--- config.mk ---
export PLATFORM = sky130hd
export DESIGN_NAME = serial_parallel_c_flat
export DESIGN_NICKNAME = d
export VERILOG_FILES = /design/src/rtl/serial_parallel_c_if.sv /design/src/rtl/serial_parallel_c.sv /design/src/flat_wrapper.sv
export SDC_FILE = /design/constraint.sdc
export NUM_CORES = 1
export LEC_CHECK = 0
export BUFFER_PORTS_ARGS = -buffer_cell sky130_fd_sc_hd__buf_2
export CORE_AREA = 3 3 46 48
export CTS_BUF_LIST = sky130_fd_sc_hd__clkbuf_8
export CTS_CLUSTER_SIZE = 20
export DETAILED_ROUTE_END_ITERATION = 12
export DIE_AREA = 0 0 49 51
export GPL_ROUTABILITY_DRIVEN = 0
export PLACE_DENSITY = 0.83
export SETUP_SLACK_MARGIN = 0.05
export SLEW_MARGIN = 0
export SYNTH_ARGS = -nofsm -noshare
export SYNTH_HDL_FRONTEND = slang
export SYNTH_SLANG_ARGS = --single-unit
--- constraint.sdc ---
create_clock -name clk_32f -period 1.7 [get_ports clk_32f]
set_input_delay 0.085 -clock clk_32f [delete_from_list [all_inputs] [get_ports clk_32f]]
set_output_delay 0.085 -clock clk_32f [all_outputs]
set_load 0.01 [all_outputs]
--- src/rtl/serial_parallel_c_if.sv ---
// Lane interface between the serial line side and the byte-level consumer.
// The master drives the line bit; the slave (deserializer) returns bytes and status.
interface serial_parallel_c_if;
  logic       Data_in;
  logic [7:0] Data_out_c;
  logic       valid_out_c;
  logic       active_c;

  modport master (
    output Data_in,
    input  Data_out_c,
    input  valid_out_c,
    input  active_c
  );

  modport slave (
    input  Data_in,
    output Data_out_c,
    output valid_out_c,
    output active_c
  );
endinterface

--- src/rtl/serial_parallel_c.sv ---
// Receive-side lane deserializer: finds byte alignment from the idle comma,
// locks after LOCK_COUNT aligned commas, then rebuilds bytes and flags data vs idle.
module serial_parallel_c #(
  parameter logic [7:0]  COMMA      = 8'hBC,
  parameter int unsigned LOCK_COUNT = 4
) (
  input logic               clk_32f,
  input logic               reset,
  serial_parallel_c_if.slave lane
);

  localparam int unsigned BcW     = $clog2(LOCK_COUNT + 1);
  localparam logic [BcW-1:0] BcOne   = BcW'(1);
  localparam logic [BcW-1:0] BcMax   = {BcW{1'b1}};
  localparam logic [BcW-1:0] LockCnt = BcW'(LOCK_COUNT);

  typedef enum logic [1:0] {StSearch, StAlign, StLocked} state_e;

  state_e         state_q, state_d;
  // Only the low 7 bits of the shift history are ever needed to form the next byte.
  logic [6:0]     sr_q, sr_d;
  logic [2:0]     bit_cnt_q, bit_cnt_d;
  logic [BcW-1:0] bc_cnt_q, bc_cnt_d;
  logic [7:0]     data_q, data_d;
  logic           valid_q, valid_d;

  logic [7:0]     nxt;
  logic           boundary;

  assign nxt      = {sr_q, lane.Data_in};
  assign boundary = (bit_cnt_q == 3'd7);

  // State registers with immediate (asynchronous) clear.
  always_ff @(posedge clk_32f or posedge reset) begin
    if (reset) begin
      state_q   <= StSearch;
      sr_q      <= '0;
      bit_cnt_q <= '0;
      bc_cnt_q  <= '0;
      data_q    <= 8'h00;
      valid_q   <= 1'b0;
    end else begin
      state_q   <= state_d;
      sr_q      <= sr_d;
      bit_cnt_q <= bit_cnt_d;
      bc_cnt_q  <= bc_cnt_d;
      data_q    <= data_d;
      valid_q   <= valid_d;
    end
  end

  // Alignment FSM, bit counter and byte capture.
  always_comb begin
    state_d   = state_q;
    sr_d      = nxt[6:0];
    bit_cnt_d = bit_cnt_q + 3'd1;
    bc_cnt_d  = bc_cnt_q;
    data_d    = data_q;
    valid_d   = valid_q;

    unique case (state_q)
      StSearch: begin
        bit_cnt_d = 3'd0;
        if (nxt == COMMA) begin
          // The matching edge carries the comma LSB, so the next edge starts a byte.
          bc_cnt_d = BcOne;
          state_d  = (LOCK_COUNT == 1) ? StLocked : StAlign;
        end
      end
      StAlign: begin
        if (boundary) begin
          if (nxt == COMMA) begin
            if (bc_cnt_q != BcMax) bc_cnt_d = bc_cnt_q + BcOne;
            if ((bc_cnt_q + BcOne) == LockCnt) state_d = StLocked;
          end else begin
            bc_cnt_d = '0;
            state_d  = StSearch;
          end
        end
      end
      StLocked: begin
        if (boundary) begin
          data_d  = nxt;
          valid_d = (nxt != COMMA);
        end
      end
      default: state_d = StSearch;
    endcase
  end

  // Outputs come straight from registers; active follows the lock state.
  always_comb begin
    lane.Data_out_c  = data_q;
    lane.valid_out_c = valid_q;
    lane.active_c    = (state_q == StLocked);
  end

endmodule

--- src/flat_wrapper.sv ---
// flat-port wrapper written by rule: the top's interface ports become plain ports
module serial_parallel_c_flat 
#(
  parameter logic [7:0]  COMMA      = 8'hBC,
  parameter int unsigned LOCK_COUNT = 4
)
  (clk_32f, reset, lane_Data_in, lane_Data_out_c, lane_valid_out_c, lane_active_c);
  serial_parallel_c_if lane_i ();
  input logic clk_32f;
  input logic reset;
  input wire logic [$bits(lane_i.Data_in)-1:0] lane_Data_in;
  output wire logic [$bits(lane_i.Data_out_c)-1:0] lane_Data_out_c;
  output wire logic [$bits(lane_i.valid_out_c)-1:0] lane_valid_out_c;
  output wire logic [$bits(lane_i.active_c)-1:0] lane_active_c;
  assign lane_i.Data_in = lane_Data_in;
  assign lane_Data_out_c = lane_i.Data_out_c;
  assign lane_valid_out_c = lane_i.valid_out_c;
  assign lane_active_c = lane_i.active_c;
  serial_parallel_c #(.COMMA(COMMA), .LOCK_COUNT(LOCK_COUNT)) u_core (.clk_32f(clk_32f), .reset(reset), .lane(lane_i));
endmodule
Word level (Yosys, flattened, before mapping)

Cells that the tools add are included.

Register bits: 24
Logic and storage cells: 36

$add $sub $neg: 2
Equality and inequality tests: 11
Mux-type cells: 11
Bitwise gates (word level): 1
Reduce and logical (&&, ||, !) cells: 5

Operators with widths:

| operator                                                              | count |
|---|---|
| 3-bit two-way mux                                                     | 5 |
| 3-bit != test, second input constant                                  | 3 |
| 8-bit equality test, second input constant                            | 1 |
| 2-bit two-way mux                                                     | 4 |
| 8-bit != test, second input constant                                  | 1 |
| 4-bit AND reduction                                                   | 2 |
| 3-bit by 1-bit adder with 3-bit output, second input constant         | 2 |
| 3-bit equality test, second input constant                            | 2 |
| 2-bit case mux with 3 select lines                                    | 1 |
| 3-bit case mux with 2 select lines                                    | 1 |
| 2-bit by 1-bit != test with 1-bit output, second input constant       | 2 |
| 2-bit by 1-bit equality test with 1-bit output, second input constant | 1 |
| 2-bit equality test, second input constant                            | 1 |
| 2-bit zero test                                                       | 1 |
| 2-bit AND reduction                                                   | 1 |
| 2-bit nonzero test                                                    | 1 |
| 1-bit NOT                                                             | 1 |

Logic depth before layout (Yosys ltp)

Depth in word-level cells: 6
Gate-level depth with buffers: 6

Worst setup path after synthesis

OpenSTA, ideal clock, no wires.

Path type: reg-to-reg
Start point: register u_core.bc_cnt_q[0]
End point: register u_core.state_q[0]
Setup time: 0.071 ns
Arrival: 1.442 ns
Data required time: 1.629 ns
Slack: 0.186 ns
Stages on the path, launching flop included: 6
Clock period less this slack: 1.514 ns
Cell sequence: dfrtp_1 ha_1 ha_1 and3_1 o32a_1 nor2_1

Longest elaborated chain between the ends: 4

RTL lines:

| what                                   | RTL line                | source |
|---|---|---|
| from (decl)                            | serial_parallel_c.sv:23 | `logic [BcW-1:0] bc_cnt_q, bc_cnt_d;` |
| from (signal assigned)                 | serial_parallel_c.sv:46 | `bc_cnt_q <= bc_cnt_d;` |
| 3-bit by 1-bit adder with 3-bit output | serial_parallel_c.sv:74 | `if ((bc_cnt_q + BcOne) == LockCnt) state_d = StLocked;` |
| 3-bit equality test                    | serial_parallel_c.sv:74 |  |
| 3-bit != test (no source line)         | n/a                     |  |
| 4-bit AND reduction (no source line)   | n/a                     |  |
| to (signal assigned)                   | serial_parallel_c.sv:36 | `state_q <= StSearch;` |
| to (signal assigned)                   | serial_parallel_c.sv:43 | `state_q <= state_d;` |
| to (decl)                              | serial_parallel_c.sv:19 | `state_e state_q, state_d;` |

Every way passes these cells.
A chain may end at the register's enable or synchronous reset.

Worst setup path in the final report

Start point: register u_core.bc_cnt_q[1]
End point: register u_core.state_q[0]

Same word-level chain as after synthesis.

==> out/summary.txt <==
Outcome = finished, final reports clean
Worst slew pin tran = 0.279 ns
Congestion Overflow GR = 0
ANT nets after route = 0
PostCTS Resize Cnt = 0
Cell Area, Synth = 996 um^2
Vias in the first global route = 634
Root Driver = clkbuf_8
Detailed Routing Iterations Pass 1 = 4
Maximum clock insertion buffer count = 2
CP endpoint kind = flip-flop
Leakage = 0.625 nW
Initial antenna violation count = 0
Area Overhead vs Synth = 17.1%
Final number of max-transition violations = 0
Achievable Freq = 0.637 GHz
CTS tree = yes
Die area = 2500 um^2
I/O pins = 13
Gate Count Post-Synth = 71
Cell Rows = 15
Multi-input logic area = 377 um^2
Placed Area = 1080 um^2
Synth unique cells = 27
Clk_skew = 0.00385 ns
CP Cell Sequence = ha_1 -> ha_1 -> and3_1 -> o32a_1 -> nor2_1
Crit path time final = 1.57 ns
Sequential-to-total area share from yosys stat = 60.3%
# setup viols final = 0
First-pass GRT wire length = 2.71 mm
H-tree levels = 1
Fill cells = 143
CP startpoint kind = flip-flop
Req. time, crit path = 1.90 ns
FF-to-FF path depth = 5
Iter 0 DRT Violations = 5
Syn avg cell area = 14.0 um^2
Total CTS buffers = 3
Delay-heaviest family, CP = adder cells
Register bit total from synthesis = 24
DR DRC count = 0
Crit path depth = 5
CTS clock-pin slew for the worst setup and hold paths = 0.08 ns
# port buffers = 12
Wire length per cell = 13.3 um
Antenna diodes = 0
Core area = 1750 um^2
Via count = 625
Setup CP Type = flip-flop to flip-flop
Pwr Total = 1.03 mW
GRT Util Overall = 14.7%
Worst vdd ir = 0.694 mV
Max Cap Viol = 0
WP buf/inv = 0
Vias/cell = 5.43
Layout cells sized above 1 = 35.6%
Die height = 51 um
Final Instance Area = 1170 um^2
Final Hold Vio Count = 0
Synthesis warning total = 0
Clock sinks = 24
Period utilization = 92.4%
Worst-path fanout max = 4
Worst path max stage delay = 0.42 ns
Starting density of the core = 57.1%
CP Data Arrival Time = 1.77 ns
Slew HR = 81.4%
Final net count = 99
Syn nets = 79
Min-Delay Path Class = primary input to async pin
Total Wirelength = 1.54 mm
Setup TNS = 0 ns
RSZ-0062 raised after global routing = false
Register Area = 601 um^2
CP most frequent cell = ha_1
DP HPWL = 1.14 mm
Cell Pwr Density = 884 nW/um^2
Largest net degree at the start of global routing = 19
R2R Setup Slk = 0.13 ns
Slowest CP cell = dfrtp_1
DIE WIDTH = 49 um
Worst-Skew Late Latency = 0.26 ns
repair_timing:
action / in CTS / in global routing
endpoints found under the setup margin: 0 / 2
hold buffers: 2 / 0
setup buffers: 0 / 1
hold endpoints to repair: 7 / 0
cell type report:
class,instances,area share (%)
sequential,24,51.5
clock buffer,4,4.72
multi-input combinational,44,32.3
timing repair buffer,16,8.15
inverter,2,0.644
tap,25,2.68
where the power goes:
part           internal, mW  switching, mW
Clock                 0.206          0.168
Sequential            0.589         0.0167
Combinational        0.0242         0.0271
Total                 0.820          0.212
layer usage:
metal  vias to the layer above  global-route usage [%]  share of wire, %
li1                        294                       -                 -
met1                       309                    18.2                48
met2                        17                    23.3                45
met3                         5                    2.92               3.5
met4                         0                    9.95               2.9
met5                         -                       0                 0
cells by family after synthesis:
| group | share of synthesized area, % |
|---|---|
| muxes | 9.05 |
| and+or+nand+nor | 14.4 |
| adders and majority gates | 6.28 |
| AOI/OAI and AO/OA | 8.04 |
| buffers and inverters | 1.88 |
| DFF | 60.3 |
cells in the final DEF, fill, tap and decap left out, types with 2 or more instances in the layout:
cell	count
dfrtp_1	24
a32o_1	2
nand2_1	4
nor2_1	3
o21ai_0	3
ha_1	5
nand3_1	2
dlygate4sd3_1	2
inv_1	2
buf_4	2
clkbuf_8	4
buf_2	12
mux2_2	8
worst paths after layout:
kind | startpoint | end
worst min register to register | u_core.sr_q[3] | u_core.sr_q[4]
min in group clk_32f | u_core.sr_q[3] | u_core.sr_q[4]
max in group asynchronous | reset | u_core.sr_q[3]
worst max register to register | u_core.bc_cnt_q[1] | u_core.state_q[0]
worst max-delay path | u_core.bc_cnt_q[1] | u_core.state_q[0]
worst min-delay path | reset | u_core.bc_cnt_q[2]
worst reg2reg max path, stage by stage, from the launching register on:
cell     delay (ns)
dfrtp_1        0.42
ha_1           0.19
ha_1           0.28
and3_1         0.19
o32a_1         0.34
nor2_1         0.08
Yosys cell counts:
cell | count | share of area [%]
and3_1 | 1 | 0.63
inv_1 | 2 | 0.75
mux2_2 | 8 | 9.0
a211o_1 | 1 | 0.88
buf_6 | 1 | 1.1
and2b_2 | 1 | 0.88
nor3b_1 | 1 | 0.75
a32o_1 | 2 | 2.0
a22o_1 | 1 | 0.88
ha_1 | 5 | 6.3
dfrtp_1 | 24 | 60
nand4b_1 | 1 | 0.88
a31o_2 | 1 | 0.88
nand4bb_1 | 1 | 1.1
nor2_1 | 3 | 1.1
nand3_1 | 2 | 1.0
nor2b_4 | 1 | 1.4
nor2_4 | 1 | 1.1
nand2_1 | 4 | 1.5
and2b_1 | 1 | 0.75
o21ai_2 | 1 | 0.88
o32a_1 | 1 | 1.0
nand2_4 | 1 | 1.1
o21ai_0 | 3 | 1.5
nor2b_1 | 1 | 0.63
and2_1 | 1 | 0.63
nor4b_1 | 1 | 0.88
flip-flops by register name (all words and copies together) (netlist names):
name and cells:
u_core.lane.Data_out_c 8, u_core.sr_q 7, u_core.bc_cnt_q 3, u_core.bit_cnt_q 3, u_core.state_q 2, u_core.lane.valid_out_c 1
metrics by stage:
stage	hold slack, ns	cells	util, %	worst slack, ns
3_5_place_dp	0.0173	108	62.1	0.117
6_report	0.280	115	66.8	0.129
2_1_floorplan	0.0996	71	-	0.186
3_3_place_gp	0.0248	108	62.1	0.160
5_1_grt	0.303	115	66.8	0.0598
4_1_cts	0.277	114	66.4	0.0976
(Power assumes the default switching activity.)
